<file path="config.mk">
export PLATFORM = sky130hd
export DESIGN_NAME = cl_axil_initiator_flat
export DESIGN_NICKNAME = d
export VERILOG_FILES = /design/src/rtl/cl_axil_initiator_if.sv /design/src/rtl/cl_axil_initiator.sv /design/src/flat_wrapper.sv
export SDC_FILE = /design/constraint.sdc
export NUM_CORES = 1
export LEC_CHECK = 0
export BUFFER_PORTS_ARGS = -buffer_cell sky130_fd_sc_hd__buf_2
export CORE_ASPECT_RATIO = 0.5
export CORE_MARGIN = 5
export CORE_UTILIZATION = 46
export CTS_BUF_LIST = sky130_fd_sc_hd__clkbuf_16
export CTS_CLUSTER_SIZE = 25
export DETAILED_ROUTE_END_ITERATION = 7
export PLACE_DENSITY = 0.76
export SYNTH_ARGS = -nofsm -noshare
export SYNTH_HDL_FRONTEND = slang
export SYNTH_SLANG_ARGS = --single-unit
</file>
<file path="constraint.sdc">
create_clock -name clk_main_a0 -period 4.5 [get_ports clk_main_a0]
set_input_delay 0.45 -clock clk_main_a0 [delete_from_list [all_inputs] [get_ports clk_main_a0]]
set_output_delay 0.45 -clock clk_main_a0 [all_outputs]
set_load 0.1 [all_outputs]
</file>
<file path="src/rtl/cl_axil_initiator_if.sv">
// Bundle of command, response and AXI4-Lite master signals for cl_axil_initiator.
// The master modport is the initiator's view; the slave modport is the environment's view.
interface cl_axil_initiator_if;
  logic        cmd_valid;
  logic        cmd_ready;
  logic        cmd_write;
  logic [31:0] cmd_addr;
  logic [31:0] cmd_wdata;
  logic [3:0]  cmd_wstrb;

  logic        rsp_valid;
  logic        rsp_ready;
  logic [31:0] rsp_rdata;
  logic [1:0]  rsp_resp;
  logic        rsp_timeout;

  logic        m_axi_awvalid;
  logic [31:0] m_axi_awaddr;
  logic        m_axi_awready;
  logic        m_axi_wvalid;
  logic [31:0] m_axi_wdata;
  logic [3:0]  m_axi_wstrb;
  logic        m_axi_wready;
  logic        m_axi_bvalid;
  logic [1:0]  m_axi_bresp;
  logic        m_axi_bready;
  logic        m_axi_arvalid;
  logic [31:0] m_axi_araddr;
  logic        m_axi_arready;
  logic        m_axi_rvalid;
  logic [31:0] m_axi_rdata;
  logic [1:0]  m_axi_rresp;
  logic        m_axi_rready;

  modport master (
    input  cmd_valid, cmd_write, cmd_addr, cmd_wdata, cmd_wstrb, rsp_ready,
    output cmd_ready, rsp_valid, rsp_rdata, rsp_resp, rsp_timeout,
    output m_axi_awvalid, m_axi_awaddr, m_axi_wvalid, m_axi_wdata, m_axi_wstrb,
    output m_axi_bready, m_axi_arvalid, m_axi_araddr, m_axi_rready,
    input  m_axi_awready, m_axi_wready, m_axi_bvalid, m_axi_bresp,
    input  m_axi_arready, m_axi_rvalid, m_axi_rdata, m_axi_rresp
  );

  modport slave (
    output cmd_valid, cmd_write, cmd_addr, cmd_wdata, cmd_wstrb, rsp_ready,
    input  cmd_ready, rsp_valid, rsp_rdata, rsp_resp, rsp_timeout,
    input  m_axi_awvalid, m_axi_awaddr, m_axi_wvalid, m_axi_wdata, m_axi_wstrb,
    input  m_axi_bready, m_axi_arvalid, m_axi_araddr, m_axi_rready,
    output m_axi_awready, m_axi_wready, m_axi_bvalid, m_axi_bresp,
    output m_axi_arready, m_axi_rvalid, m_axi_rdata, m_axi_rresp
  );
endinterface

</file>
<file path="src/rtl/cl_axil_initiator.sv">
// Single-outstanding AXI4-Lite master driven by a command/response channel pair,
// with a response-wait timeout that reports hung slaves and absorbs their late beat.
module cl_axil_initiator #(
  parameter int unsigned TIMEOUT_CYCLES = 256
) (
  input  logic                 clk_main_a0,
  input  logic                 rst_main,
  cl_axil_initiator_if.master  bus
);

  typedef enum logic [2:0] {IDLE, WR_REQ, WR_RSP, RD_REQ, RD_RSP, RSP} state_t;

  typedef struct packed {
    logic        orphan;
    logic        aw_done;
    logic        w_done;
    logic [15:0] cnt;
    logic        cmd_ready;
    logic        rsp_valid;
    logic [31:0] rsp_rdata;
    logic [1:0]  rsp_resp;
    logic        rsp_timeout;
    logic        awvalid;
    logic [31:0] awaddr;
    logic        wvalid;
    logic [31:0] wdata;
    logic [3:0]  wstrb;
    logic        bready;
    logic        arvalid;
    logic [31:0] araddr;
    logic        rready;
  } regs_t;

  localparam bit          TIMEOUT_EN = (TIMEOUT_CYCLES != 0);
  localparam logic [15:0] CNT_LAST   = 16'(TIMEOUT_CYCLES - 1);

  state_t state_q, state_d;
  regs_t  r_q, r_d;

  // NOTE: sequential state uses non-blocking assignments so every flop samples pre-edge values.
  always_ff @(posedge clk_main_a0 or posedge rst_main) begin
    if (rst_main) begin
      state_q <= IDLE;
      r_q     <= '0;
    end else begin
      state_q <= state_d;
      r_q     <= r_d;
    end
  end

  always_comb begin
    // NOTE: holding every register by default keeps all paths assigned, so no latches infer.
    state_d = state_q;
    r_d     = r_q;
    unique case (state_q)
      IDLE: begin
        if (r_q.orphan) begin
          if (bus.m_axi_bvalid || bus.m_axi_rvalid) begin
            r_d.orphan    = 1'b0;
            r_d.bready    = 1'b0;
            r_d.rready    = 1'b0;
            r_d.cmd_ready = 1'b1;
          end
        end else if (bus.cmd_valid && r_q.cmd_ready) begin
          r_d.cmd_ready = 1'b0;
          if (bus.cmd_write) begin
            r_d.awvalid = 1'b1;
            r_d.wvalid  = 1'b1;
            r_d.awaddr  = bus.cmd_addr;
            r_d.wdata   = bus.cmd_wdata;
            r_d.wstrb   = bus.cmd_wstrb;
            r_d.aw_done = 1'b0;
            r_d.w_done  = 1'b0;
            state_d     = WR_REQ;
          end else begin
            r_d.arvalid = 1'b1;
            r_d.araddr  = bus.cmd_addr;
            state_d     = RD_REQ;
          end
        end else begin
          r_d.cmd_ready = 1'b1;
        end
      end
      WR_REQ: begin
        if (r_q.awvalid && bus.m_axi_awready) begin
          r_d.awvalid = 1'b0;
          r_d.aw_done = 1'b1;
        end
        if (r_q.wvalid && bus.m_axi_wready) begin
          r_d.wvalid = 1'b0;
          r_d.w_done = 1'b1;
        end
        if (r_d.aw_done && r_d.w_done) begin
          r_d.bready = 1'b1;
          r_d.cnt    = '0;
          state_d    = WR_RSP;
        end
      end
      RD_REQ: begin
        if (r_q.arvalid && bus.m_axi_arready) begin
          r_d.arvalid = 1'b0;
          r_d.rready  = 1'b1;
          r_d.cnt     = '0;
          state_d     = RD_RSP;
        end
      end
      WR_RSP, RD_RSP: begin
        // A beat landing on the expiry cycle wins over the timeout.
        if (state_q == WR_RSP && bus.m_axi_bvalid) begin
          r_d.bready      = 1'b0;
          r_d.rsp_valid   = 1'b1;
          r_d.rsp_resp    = bus.m_axi_bresp;
          r_d.rsp_rdata   = '0;
          r_d.rsp_timeout = 1'b0;
          state_d         = RSP;
        end else if (state_q == RD_RSP && bus.m_axi_rvalid) begin
          r_d.rready      = 1'b0;
          r_d.rsp_valid   = 1'b1;
          r_d.rsp_resp    = bus.m_axi_rresp;
          r_d.rsp_rdata   = bus.m_axi_rdata;
          r_d.rsp_timeout = 1'b0;
          state_d         = RSP;
        end else if (TIMEOUT_EN && r_q.cnt == CNT_LAST) begin
          // Keep both ready lines up so the slave's eventual beat is swallowed.
          r_d.orphan      = 1'b1;
          r_d.bready      = 1'b1;
          r_d.rready      = 1'b1;
          r_d.rsp_valid   = 1'b1;
          r_d.rsp_resp    = 2'b10;
          r_d.rsp_rdata   = 32'hFFFF_FFFF;
          r_d.rsp_timeout = 1'b1;
          state_d         = RSP;
        end else begin
          r_d.cnt = r_q.cnt + 16'd1;
        end
      end
      RSP: begin
        if (r_q.orphan && (bus.m_axi_bvalid || bus.m_axi_rvalid)) begin
          r_d.orphan = 1'b0;
          r_d.bready = 1'b0;
          r_d.rready = 1'b0;
        end
        if (bus.rsp_ready) begin
          r_d.rsp_valid = 1'b0;
          r_d.cmd_ready = ~r_d.orphan;
          state_d       = IDLE;
        end
      end
      default: state_d = IDLE;
    endcase
  end

  assign bus.cmd_ready     = r_q.cmd_ready;
  assign bus.rsp_valid     = r_q.rsp_valid;
  assign bus.rsp_rdata     = r_q.rsp_rdata;
  assign bus.rsp_resp      = r_q.rsp_resp;
  assign bus.rsp_timeout   = r_q.rsp_timeout;
  assign bus.m_axi_awvalid = r_q.awvalid;
  assign bus.m_axi_awaddr  = r_q.awaddr;
  assign bus.m_axi_wvalid  = r_q.wvalid;
  assign bus.m_axi_wdata   = r_q.wdata;
  assign bus.m_axi_wstrb   = r_q.wstrb;
  assign bus.m_axi_bready  = r_q.bready;
  assign bus.m_axi_arvalid = r_q.arvalid;
  assign bus.m_axi_araddr  = r_q.araddr;
  assign bus.m_axi_rready  = r_q.rready;

endmodule

</file>
<file path="src/flat_wrapper.sv">
// flat-port wrapper written by rule: the top's interface ports become plain ports
module cl_axil_initiator_flat 
#(
  parameter int unsigned TIMEOUT_CYCLES = 256
)
  (clk_main_a0, rst_main, bus_cmd_valid, bus_cmd_write, bus_cmd_addr, bus_cmd_wdata, bus_cmd_wstrb, bus_rsp_ready, bus_cmd_ready, bus_rsp_valid, bus_rsp_rdata, bus_rsp_resp, bus_rsp_timeout, bus_m_axi_awvalid, bus_m_axi_awaddr, bus_m_axi_wvalid, bus_m_axi_wdata, bus_m_axi_wstrb, bus_m_axi_bready, bus_m_axi_arvalid, bus_m_axi_araddr, bus_m_axi_rready, bus_m_axi_awready, bus_m_axi_wready, bus_m_axi_bvalid, bus_m_axi_bresp, bus_m_axi_arready, bus_m_axi_rvalid, bus_m_axi_rdata, bus_m_axi_rresp);
  cl_axil_initiator_if bus_i ();
  input  logic clk_main_a0;
  input  logic rst_main;
  input wire logic [$bits(bus_i.cmd_valid)-1:0] bus_cmd_valid;
  input wire logic [$bits(bus_i.cmd_write)-1:0] bus_cmd_write;
  input wire logic [$bits(bus_i.cmd_addr)-1:0] bus_cmd_addr;
  input wire logic [$bits(bus_i.cmd_wdata)-1:0] bus_cmd_wdata;
  input wire logic [$bits(bus_i.cmd_wstrb)-1:0] bus_cmd_wstrb;
  input wire logic [$bits(bus_i.rsp_ready)-1:0] bus_rsp_ready;
  output wire logic [$bits(bus_i.cmd_ready)-1:0] bus_cmd_ready;
  output wire logic [$bits(bus_i.rsp_valid)-1:0] bus_rsp_valid;
  output wire logic [$bits(bus_i.rsp_rdata)-1:0] bus_rsp_rdata;
  output wire logic [$bits(bus_i.rsp_resp)-1:0] bus_rsp_resp;
  output wire logic [$bits(bus_i.rsp_timeout)-1:0] bus_rsp_timeout;
  output wire logic [$bits(bus_i.m_axi_awvalid)-1:0] bus_m_axi_awvalid;
  output wire logic [$bits(bus_i.m_axi_awaddr)-1:0] bus_m_axi_awaddr;
  output wire logic [$bits(bus_i.m_axi_wvalid)-1:0] bus_m_axi_wvalid;
  output wire logic [$bits(bus_i.m_axi_wdata)-1:0] bus_m_axi_wdata;
  output wire logic [$bits(bus_i.m_axi_wstrb)-1:0] bus_m_axi_wstrb;
  output wire logic [$bits(bus_i.m_axi_bready)-1:0] bus_m_axi_bready;
  output wire logic [$bits(bus_i.m_axi_arvalid)-1:0] bus_m_axi_arvalid;
  output wire logic [$bits(bus_i.m_axi_araddr)-1:0] bus_m_axi_araddr;
  output wire logic [$bits(bus_i.m_axi_rready)-1:0] bus_m_axi_rready;
  input wire logic [$bits(bus_i.m_axi_awready)-1:0] bus_m_axi_awready;
  input wire logic [$bits(bus_i.m_axi_wready)-1:0] bus_m_axi_wready;
  input wire logic [$bits(bus_i.m_axi_bvalid)-1:0] bus_m_axi_bvalid;
  input wire logic [$bits(bus_i.m_axi_bresp)-1:0] bus_m_axi_bresp;
  input wire logic [$bits(bus_i.m_axi_arready)-1:0] bus_m_axi_arready;
  input wire logic [$bits(bus_i.m_axi_rvalid)-1:0] bus_m_axi_rvalid;
  input wire logic [$bits(bus_i.m_axi_rdata)-1:0] bus_m_axi_rdata;
  input wire logic [$bits(bus_i.m_axi_rresp)-1:0] bus_m_axi_rresp;
  assign bus_i.cmd_valid = bus_cmd_valid;
  assign bus_i.cmd_write = bus_cmd_write;
  assign bus_i.cmd_addr = bus_cmd_addr;
  assign bus_i.cmd_wdata = bus_cmd_wdata;
  assign bus_i.cmd_wstrb = bus_cmd_wstrb;
  assign bus_i.rsp_ready = bus_rsp_ready;
  assign bus_cmd_ready = bus_i.cmd_ready;
  assign bus_rsp_valid = bus_i.rsp_valid;
  assign bus_rsp_rdata = bus_i.rsp_rdata;
  assign bus_rsp_resp = bus_i.rsp_resp;
  assign bus_rsp_timeout = bus_i.rsp_timeout;
  assign bus_m_axi_awvalid = bus_i.m_axi_awvalid;
  assign bus_m_axi_awaddr = bus_i.m_axi_awaddr;
  assign bus_m_axi_wvalid = bus_i.m_axi_wvalid;
  assign bus_m_axi_wdata = bus_i.m_axi_wdata;
  assign bus_m_axi_wstrb = bus_i.m_axi_wstrb;
  assign bus_m_axi_bready = bus_i.m_axi_bready;
  assign bus_m_axi_arvalid = bus_i.m_axi_arvalid;
  assign bus_m_axi_araddr = bus_i.m_axi_araddr;
  assign bus_m_axi_rready = bus_i.m_axi_rready;
  assign bus_i.m_axi_awready = bus_m_axi_awready;
  assign bus_i.m_axi_wready = bus_m_axi_wready;
  assign bus_i.m_axi_bvalid = bus_m_axi_bvalid;
  assign bus_i.m_axi_bresp = bus_m_axi_bresp;
  assign bus_i.m_axi_arready = bus_m_axi_arready;
  assign bus_i.m_axi_rvalid = bus_m_axi_rvalid;
  assign bus_i.m_axi_rdata = bus_m_axi_rdata;
  assign bus_i.m_axi_rresp = bus_m_axi_rresp;
  cl_axil_initiator #(.TIMEOUT_CYCLES(TIMEOUT_CYCLES)) u_core (.clk_main_a0(clk_main_a0), .rst_main(rst_main), .bus(bus_i));
endmodule
</file>
==> impl_metrics.csv, run 1 <==
group,metric,value,unit
worst_setup_path,r2r-end,"u_core.r_q[143]$_DFFE_PP0P_",
place,portBuffers,255,
sta,fin_crit_sh,62.5,%
cells_and_area,area_delta_synth_final,13.7,%
worst_setup_path,critPathMaxFanout,25,
cts,cts_tree,"done",
sta,fin_setup_tns,0,ps
run_status,outcome,"complete, no violations",
power,cellPowerDensity,334,mW/mm²
routing,dr_wl_met3,851,µm
sta,tightest_slew,971,ps
routing,top_layer_used,"met4",
routing,first_pass_iters,5,
power,p_comb_share,3.1,%
worst_setup_path,path_buf_inv,0,
power,switching_share,22.0,%
cells_and_area,design_area,0.00899,mm²
worst_setup_path,cp.depth,5,
logic_synthesis,yosysUniqueCellTypes,53,
cts,clk_path_buf_depth,2,
worst_setup_path,slowest_delay,670,ps
cts,cts-buffers-inserted,17,
grt,grt_usage,17.9,%
worst_setup_path,r2r_start,"u_core.state_q[2]$_DFFE_PP0P_",
grt,grt_overflow,0,
sta,setup_violations,0,
power,seq_power_share,49.1,%
power,power.total,0.00300,W
grt,grt_pass1_vias,5760,
place,place_congestion,0.868,
worst_setup_path,critPathLaunchType,"flip-flop",
worst_setup_path,r2r_cells,5,
power,irDropWorstVdd,268,µV
cells_and_area,multi_input_area,0.00258,mm²
die,row_count,33,
cts,clk_pin_slew_worst_paths,70,ps
sta,max_slew_margin,35.1,%
logic_synthesis,synth_top_area_share,51.9,%
routing,viasPerCell,4.97,
sta,grt_setup_unrepaired,"no",
grt,grt_pass1_wl,29400,µm
cells_and_area,drive_above_1_share,41.3,%
place,dp.cells,1108,
die,core_area,0.0166,mm²
grt,grt_max_degree,69,
logic_synthesis,synth_cells,789,
worst_setup_path,rrSetupSlack,1690,ps
logic_synthesis,ys_ff_latch,164,
cells_and_area,seq_area,0.00410,mm²
cts,post_cts_buffers,0,
sta,clock_skew,12.4,ps
sta,max_freq,355,MHz
cts,htreeDepth,4,
die,io_pins,256,
min_path,holdCritPathClass,"in2async",
routing,drt_iter0_drc,322,
cts,clock_latency,410,ps
sta,maxSlewViolCount,0,
worst_setup_path,cp-endpoint,"u_core.r_q[143]$_DFFE_PP0P_",
logic_synthesis,synth_fp_nets,904,
power,power_switching,0.000661,W
routing,routed_wirelength,18100,µm
logic_synthesis,synth_edf_count,0,
place,pre_cts_ws,1710,ps
die,chipHeight,103,µm
worst_setup_path,cp_cell_sequence,"nand2b_1 > a21oi_1 > and2_1 > o2111a_1 > mux2i_1",
worst_setup_path,critical_path_class,"reg2reg",
power,leakage,5.07,nW
place,post-dp-hpwl,12800,µm
die,die_area,0.0201,mm²
cells_and_area,final_cells,1141,
logic_synthesis,netlist_area,0.00790,mm²
sta,period_minus_slack,2810,ps
die,initial_core_util,47.6,%
logic_synthesis,ys_warn_count,0,
cts,clock-sinks,164,
logic_synthesis,synth_area_leaders,"dfrtp_1, buf_4, nand2_1",
worst_setup_path,critPathRequiredTime,4830,ps
routing,met2_length,9410,µm
worst_setup_path,cp-end-kind,"flip-flop",
routing,met1_length,7480,µm
cells_and_area,nets,1016,
cts,cts-root-buf,"clkbuf_16",
die,die_w,195,µm
routing,drtAntennaViolNets,0,
power,intPower,0.00234,W
cts,cts_hold_buffers,0,
routing,vias,5673,
worst_setup_path,cpLargestDelayFamily,"compound AO/OA/AOI/OAI gates",
sta,hold_violations,0,
flow_run,max_cap_violations,0,
cts,cts_resized,0,
grt,antenna_found_initial,0,
routing,avgRoutedWirePerCell,15.8,µm
worst_setup_path,arrival,3140,ps
logic_synthesis,seq_area_frac_synth,51.9,%
logic_synthesis,syn_avg_cell_area,10.0,µm²
logic_synthesis,synth_largest_area_cell,"dfrtp_1",
place,place_area,0.00839,mm²
logic_synthesis,synth_ff_type,"dfrtp_1",
sta,worst_slack,1690,ps
cells_and_area,fillers,1495,
power,clkPwrFrac,47.8,%
worst_setup_path,critical_path.startpoint,"u_core.state_q[2]$_DFFE_PP0P_",
logic_synthesis,synthArstFlopShare,100,%
worst_setup_path,slowest_stage,"o2111a_1",
routing,drc,0,
==> cells in the final DEF (no fill, tap or decap), types with 2 or more instances in the layout <==
cell / n
clkinvlp_4: 4
and4_1: 3
a21o_1: 4
nor3_1: 3
nand3_1: 8
nor2b_1: 4
nand4_1: 4
inv_6: 5
buf_12: 3
o21ai_0: 14
or3b_2: 2
dfrtp_1: 164
nand2_1: 227
nand3b_1: 5
and3_1: 2
inv_1: 9
a41oi_1: 4
a21oi_1: 20
buf_2: 255
bufinv_16: 2
clkbuf_16: 17
mux2i_1: 2
o221a_2: 32
o31ai_1: 2
buf_4: 8
nor4_2: 2
o21bai_1: 2
or3_1: 2
nor2_1: 16
mux2_2: 32
and2_1: 4
o221ai_1: 2
nand2b_1: 10
clkinv_4: 2
a31oi_1: 11
a31oi_2: 5
==> synth_stat cells, drive strengths merged, types with 3 or more instances <==
cell	n
o221a	32
mux2	32
clkbuf	26
nand2	227
nand3	8
a41oi	4
nand3b	5
nor3	3
a31oi	16
a21oi	21
nand4	5
buf	147
and4	3
nor2b	4
inv	10
dfrtp	164
and2	4
nand2b	10
o21ai	14
a21o	4
nor2	17
==> worst register-to-register path, stage by stage (launching register included) <==
cell and delay (ps):
dfrtp_1 620, nand2b_1 330, a21oi_1 610, and2_1 240
o2111a_1 670, mux2i_1 270
==> per-stage QoR <==
stage	utilization, %	hold WS (ps)
global placement	50.5	452
CTS	54.0	210
global route	54.1	28.2
floorplan	-	447
detailed placement	50.5	456
finish	54.1	29.0
==> sequential cells by signal, indices dropped and copies added (netlist names) <==
signal	count
u_core.bus.m_axi_araddr	32
u_core.bus.m_axi_awvalid	1
u_core.bus.rsp_timeout	1
u_core.bus.cmd_ready	1
u_core.bus.m_axi_wvalid	1
u_core.bus.m_axi_wdata	32
u_core.bus.rsp_valid	1
u_core.bus.m_axi_arvalid	1
u_core.bus.rsp_rdata	32
u_core.state_q	3
u_core.r_q	19
u_core.bus.m_axi_wstrb	4
u_core.bus.m_axi_bready	1
u_core.bus.rsp_resp	2
u_core.bus.m_axi_rready	1
u_core.bus.m_axi_awaddr	32
==> logic make-up after synthesis <==
kind of cell	Yosys count	synth area share, %
adders and majority gates	1	0.158
muxes	34	4.81
DFF	164	51.9
buffers and inverters	183	15.5
and+or+nand+nor	296	16.1
AOI/OAI and AO/OA	111	11.5
==> routing by layer <==
metal	vias up	global-route usage, %
met1	2761	22.1
li1	2743	-
met2	146	32.0
met3	23	3.75
met5	-	0
met4	0	5.74
==> worst min path at each step <==
stage,cells past startpoint,to,slack (ps),start
6_report,2,u_core.bus.rsp_rdata[27]$_DFFE_PP0P_,30,rst_main
3_5_place_dp,2,u_core.bus.m_axi_awaddr[18]$_DFFE_PP0P_,460,u_core.bus.m_axi_awaddr[18]$_DFFE_PP0P_
2_1_floorplan,2,u_core.bus.m_axi_awaddr[0]$_DFFE_PP0P_,450,u_core.bus.m_axi_awaddr[0]$_DFFE_PP0P_
3_3_place_gp,2,u_core.bus.m_axi_wstrb[3]$_DFFE_PP0P_,450,u_core.bus.m_axi_wstrb[3]$_DFFE_PP0P_
4_1_cts,3,u_core.bus.m_axi_wdata[0]$_DFFE_PP0P_,210,bus_cmd_wdata[0]
5_1_grt,2,u_core.bus.rsp_rdata[27]$_DFFE_PP0P_,30,rst_main
==> power groups by stage <==
stage | Combinational [W] | Sequential (W) | Clock (W)
global placement | 0.0000902 | 0.00150 | 0
finish | 0.0000919 | 0.00147 | 0.00143
CTS | 0.0000927 | 0.00147 | 0.00147
detailed placement | 0.0000922 | 0.00150 | 0
global route | 0.000105 | 0.00147 | 0.00154
floorplan | 0.0000259 | 0.00150 | 0
==> cell type report <==
type,count,area share (%)
Antenna cell,1,0.0278
Clock buffer,17,4.73
Clock inverter,14,1.70
Inverter,10,0.459
Multi-Input combinational cell,442,28.7
Sequential cell,164,45.7
Tap cell,227,3.16
Timing Repair Buffer,266,15.5
Note: power is estimated with default switching activity, not from simulation.
==> run 2, diff against run 1 <==
- CORE_UTILIZATION: 46 -> 51
- PLACE_DENSITY: 0.76 -> 0.8
- clock period: 4.5 -> 2.82 ns (I/O delays scaled with it)
==> impl_metrics.csv, run 2 (synthesis results as in run 1) <==
group,metric,value,unit
power,irDropWorstVdd,447,µV
cells_and_area,nets,1019,
sta,max_slew_margin,38.8,%
power,cellPowerDensity,532,mW/mm²
worst_setup_path,critPathRequiredTime,3170,ps
place,post-dp-hpwl,12500,µm
routing,vias,5755,
sta,tightest_slew,917,ps
cells_and_area,antennaDiodeCount,0,
sta,whs,-18.0,ps
die,row_count,32,
sta,fin_crit_sh,80.0,%
cts,clk_pin_slew_worst_paths,70,ps
grt,grt_usage,19.6,%
cts,cts_hold_buffers,0,
cts,cts_tree,"done",
cells_and_area,fillers,1261,
routing,first_pass_iters,5,
die,chipHeight,98.0,µm
sta,maxSlewViolCount,0,
cts,cts_resized,0,
place,portBuffers,255,
run_status,outcome,"finished, violations left",
routing,viasPerCell,5.13,
grt,grt_overflow,0,
min_path,holdCritPathClass,"in2async",
die,io_pins,256,
die,initial_core_util,51.7,%
die,die_area,0.0182,mm²
routing,drc,0,
routing,avgRoutedWirePerCell,15.8,µm
cts,clock_latency,420,ps
routing,drt_iter0_drc,258,
grt,grt_pass1_vias,5779,
sta,fin_setup_tns,0,ps
sta,clock_skew,15.3,ps
worst_setup_path,arrival,2600,ps
cells_and_area,drive_above_1_share,41.7,%
cells_and_area,layout_commonest_cell,"buf_2",
cells_and_area,design_area,0.00900,mm²
place,place_area,0.00840,mm²
cells_and_area,area_delta_synth_final,13.9,%
worst_setup_path,cp-end-kind,"flip-flop",
grt,grt_pass1_wl,29000,µm
run_status,violations,"negative hold slack",
flow_run,max_cap_violations,0,
power,leakage,5.10,nW
sta,setup_violations,0,
sta,period_minus_slack,2260,ps
die,core_area,0.0153,mm²
sta,hold_violations,2,
cts,cts-buffers-inserted,17,
cts,post_cts_buffers,0,
routing,routed_wirelength,17700,µm
cts,clock-sinks,164,
sta,grt_setup_unrepaired,"no",
routing,drtAntennaViolNets,0,
cts,cts-root-buf,"clkbuf_16",
cts,clk_path_buf_depth,2,
worst_setup_path,critical_path_class,"reg2reg",
grt,grt_max_degree,93,
worst_setup_path,critPathLaunchType,"flip-flop",
cts,htreeDepth,4,
cells_and_area,final_cell_mix,"buf_2, nand2_1, dfrtp_1",
worst_setup_path,critPathMaxFanout,22,
place,place_congestion,0.848,
sta,max_freq,443,MHz
die,die_w,186,µm
grt,antenna_found_initial,0,
[run 2: final cells by class]
type	count	area [µm²]	share of cell area, %
sequential	164	4100	45.6
timing repair buffer	269	1420	15.8
tap	204	255	2.83
clock buffer	17	425	4.72
inverter	10	41.3	0.459
clock inverter	15	179	1.99
multi-input combinational	442	2580	28.7
[run 2: per-layer routing]
layer	global-route usage [%]	vias up	part of all wire (%)
met4	5.32	0	1.5
met3	4.65	21	5.8
met5	0	-	0
met2	35.3	166	52
li1	-	2758	-
met1	23.5	2810	41
[run 2: worst max-delay path, stage by stage (launching register included)]
cell      delay (ps)
dfrtp_1          710
nand2b_1         220
a21oi_1          420
and2_1           210
o2111a_1         170
buf_4            240
mux2i_1          200
[run 2: metrics by stage]
| stage | utilization, % | hold WS [ps] | total power (W) | std cells | setup slack (ps) |
|---|---|---|---|---|---|
| after CTS | 58.9 | 13.3 | 0.00485 | 1121 | 579 |
| after floorplan | - | 387 | 0.00244 | 789 | 453 |
| final | 58.9 | -18.0 | 0.00479 | 1121 | 565 |
| after global placement | 54.9 | 452 | 0.00254 | 1089 | 648 |
| after global routing | 58.9 | 30.5 | 0.00498 | 1121 | 322 |
| after detailed placement | 54.9 | 457 | 0.00254 | 1089 | 592 |
[run 2: power by group]
group | leakage [nW] | internal (W) | total [W] | switching [W]
Sequential | 2.27 | 0.00235 | 0.00235 | 0
Clock | 0.294 | 0.00120 | 0.00230 | 0.00110
Combinational | 2.54 | 0.0000615 | 0.000140 | 0.0000787
[run 2: worst paths after layout]
check | from | end | slack [ps] | cells past startpoint
min | rst_main | u_core.bus.m_axi_awaddr[6]$_DFFE_PP0P_ | -20 | 3
min in group clk_main_a0 | bus_cmd_wdata[1] | u_core.bus.m_axi_wdata[1]$_DFFE_PP0P_ | 40 | 3
min reg2reg | u_core.bus.m_axi_wdata[30]$_DFFE_PP0P_ | u_core.bus.m_axi_wdata[30]$_DFFE_PP0P_ | 470 | 2
max in group asynchronous | rst_main | u_core.bus.m_axi_araddr[20]$_DFFE_PP0P_ | 1990 | 3
max reg2reg | u_core.state_q[1]$_DFFE_PP0P_ | u_core.r_q[143]$_DFFE_PP0P_ | 560 | 6
max | u_core.state_q[1]$_DFFE_PP0P_ | u_core.r_q[143]$_DFFE_PP0P_ | 560 | 6
==> run 3, diff against run 2 <==
- CORE_UTILIZATION: 51 -> 46
- PLACE_DENSITY: 0.8 -> 0.76
- clock period: 2.82 -> 1.82 ns (I/O delays scaled with it)
==> impl_metrics.csv, run 3 (synthesis results as in run 1) <==
group,metric,value,unit
min_path,holdCritPathClass,"in2reg",
place,portBuffers,255,
worst_setup_path,r2r_cells,8,
power,leakage,5.71,nW
place,post-dp-hpwl,13400,µm
grt,grt_pass1_vias,6465,
grt,grt_overflow,0,
flow_run,max_cap_violations,0,
cts,cts_tree,"done",
grt,grtUsageMet3,3.82,%
place,place_congestion,0.875,
sta,hold_violations,0,
cts,htreeDepth,4,
routing,viasPerCell,5.03,
die,io_pins,256,
min_path,holdPathStages,2,
cts,cts-buffers-inserted,17,
cells_and_area,design_area,0.0105,mm²
place,place_area,0.00877,mm²
sta,maxSlewViolCount,0,
sta,whs,37.2,ps
grt,grt_max_degree,95,
worst_setup_path,arrival,2200,ps
routing,drt_iter0_drc,302,
sta,max_freq,540,MHz
worst_setup_path,cp-end-kind,"flip-flop",
die,core_area,0.0166,mm²
worst_setup_path,critPathRequiredTime,2170,ps
die,die_area,0.0201,mm²
routing,routed_wirelength,20600,µm
run_status,outcome,"finished, violations left",
cells_and_area,drive_above_1_share,43.9,%
cts,clock-sinks,164,
grt,antenna_found_initial,1,
cells_and_area,layout_commonest_cell,"buf_2",
routing,drc,0,
grt,met1_usage,23.0,%
min_path,holdCritStartpoint,"bus_m_axi_rdata[25]",
worst_setup_path,r2r-end,"u_core.bus.rsp_rdata[26]$_DFFE_PP0P_",
cts,clk_path_buf_depth,2,
run_status,violations,"negative setup slack",
routing,first_pass_iters,4,
grt,use_met2,35.5,%
die,die_w,195,µm
cells_and_area,final_cell_mix,"buf_2, nand2_1, dfrtp_1",
sta,clock_skew,13.9,ps
die,initial_core_util,47.6,%
grt,busiest_layer,"met2",
power,cellPowerDensity,727,mW/mm²
worst_setup_path,critPathMaxFanout,7,
sta,grt_setup_unrepaired,"yes",
cells_and_area,area_delta_synth_final,32.5,%
sta,worst_slack,-31.5,ps
routing,drtAntennaViolNets,0,
cells_and_area,nets,1138,
sta,fin_crit_sh,102,%
cts,clock_latency,420,ps
worst_setup_path,rrSetupSlack,-30,ps
die,chipHeight,103,µm
sta,tightest_slew,527,ps
cts,cts-root-buf,"clkbuf_16",
worst_setup_path,critPathLaunchType,"flip-flop",
power,irDropWorstVdd,678,µV
cts,clk_pin_slew_worst_paths,70,ps
sta,max_slew_margin,65.1,%
worst_setup_path,critical_path_class,"reg2reg",
grt,grt_pass1_wl,31900,µm
die,row_count,33,
worst_setup_path,r2r_start,"u_core.state_q[1]$_DFFE_PP0P_",
grt,grt_usage,19.5,%
min_path,min_to,"u_core.bus.rsp_rdata[25]$_DFFE_PP0P_",
sta,period_minus_slack,1850,ps
sta,setup_violations,24,
routing,vias,6359,
routing,avgRoutedWirePerCell,16.3,µm
[run 3: changes by cell type in the layout (fill, tap and decap cells not counted), moves of 4 or more]
cell	before	now
inv_8	4	0
clkinv_8	5	0
buf_4	11	44
dlygate4sd3_1	0	69
a31oi_1	11	5
a21oi_1	20	15
a21oi_2	1	5
buf_12	3	10
a31oi_4	0	6
buf_6	0	6
[run 3: layout make-up]
class	count	area, µm²
clock inverters	14	164
fillers	1305	6130
multi-input cells	442	2800
flip-flops and latches	164	4110
diodes	3	7.51
inverters	10	41.3
repair buffers	388	2640
clock buffers	17	425
well taps	227	284
[run 3: per-stage QoR]
stage / setup slack (ps) / total power, W / setup TNS [ps] / util (%) / cells
after floorplan: -447 / 0.00378 / -110170 / - / 789
after global placement: 45.0 / 0.00394 / 0 / 52.8 / 1146
after detailed placement: -38.4 / 0.00394 / -223 / 52.8 / 1146
after CTS: 6.24 / 0.00770 / 0 / 60.8 / 1246
after global routing: -100 / 0.00788 / -3540 / 63.0 / 1263
final: -31.5 / 0.00761 / -436 / 63.1 / 1265
[run 3: worst max path at each step]
stage | start | cells after the start | slack, ps | endpoint
final | u_core.state_q[1]$_DFFE_PP0P_ | 8 | -30 | u_core.bus.rsp_rdata[26]$_DFFE_PP0P_
after detailed placement | u_core.state_q[2]$_DFFE_PP0P_ | 6 | -40 | u_core.r_q[143]$_DFFE_PP0P_
after CTS | u_core.r_q[143]$_DFFE_PP0P_ | 7 | 6 | u_core.r_q[151]$_DFFE_PP0P_
after floorplan | rst_main | 1 | -450 | u_core.bus.cmd_ready$_DFFE_PP0P_
after global routing | u_core.r_q[152]$_DFFE_PP0P_ | 7 | -100 | u_core.bus.rsp_rdata[11]$_DFFE_PP0P_
after global placement | u_core.r_q[154]$_DFFE_PP0P_ | 6 | 40 | u_core.r_q[145]$_DFFE_PP0P_
[run 3: layer usage]
layer / wire [µm] / vias up
li1: - / 3002
met1: 8300 / 3133
met2: 10900 / 184
met3: 901 / 40
met4: 527 / 0
met5: 0 / -
[run 3: repair_timing]
action	in CTS	in global routing
hold buffers	69	0
buffers inserted	0	13
endpoints found under the hold margin	238	0
pin swaps	0	8
cloned	0	3
resized for setup	8	43
setup endpoints to repair	49	26
[run 3: where the power goes]
group | total (W) | switching [W] | internal [W] | leakage [nW]
clock network | 0.00362 | 0.00147 | 0.00215 | 0.282
logic | 0.000349 | 0.000150 | 0.000199 | 3.16
registers | 0.00364 | 0 | 0.00364 | 2.26
[run 3: worst max-delay path: stages, from the launching register on]
cell	delay (ps)
dfrtp_2	410
buf_4	150
buf_4	150
nand3b_1	150
a21o_1	240
a21boi_4	220
buf_6	140
clkbuf_16	140
o221a_2	180
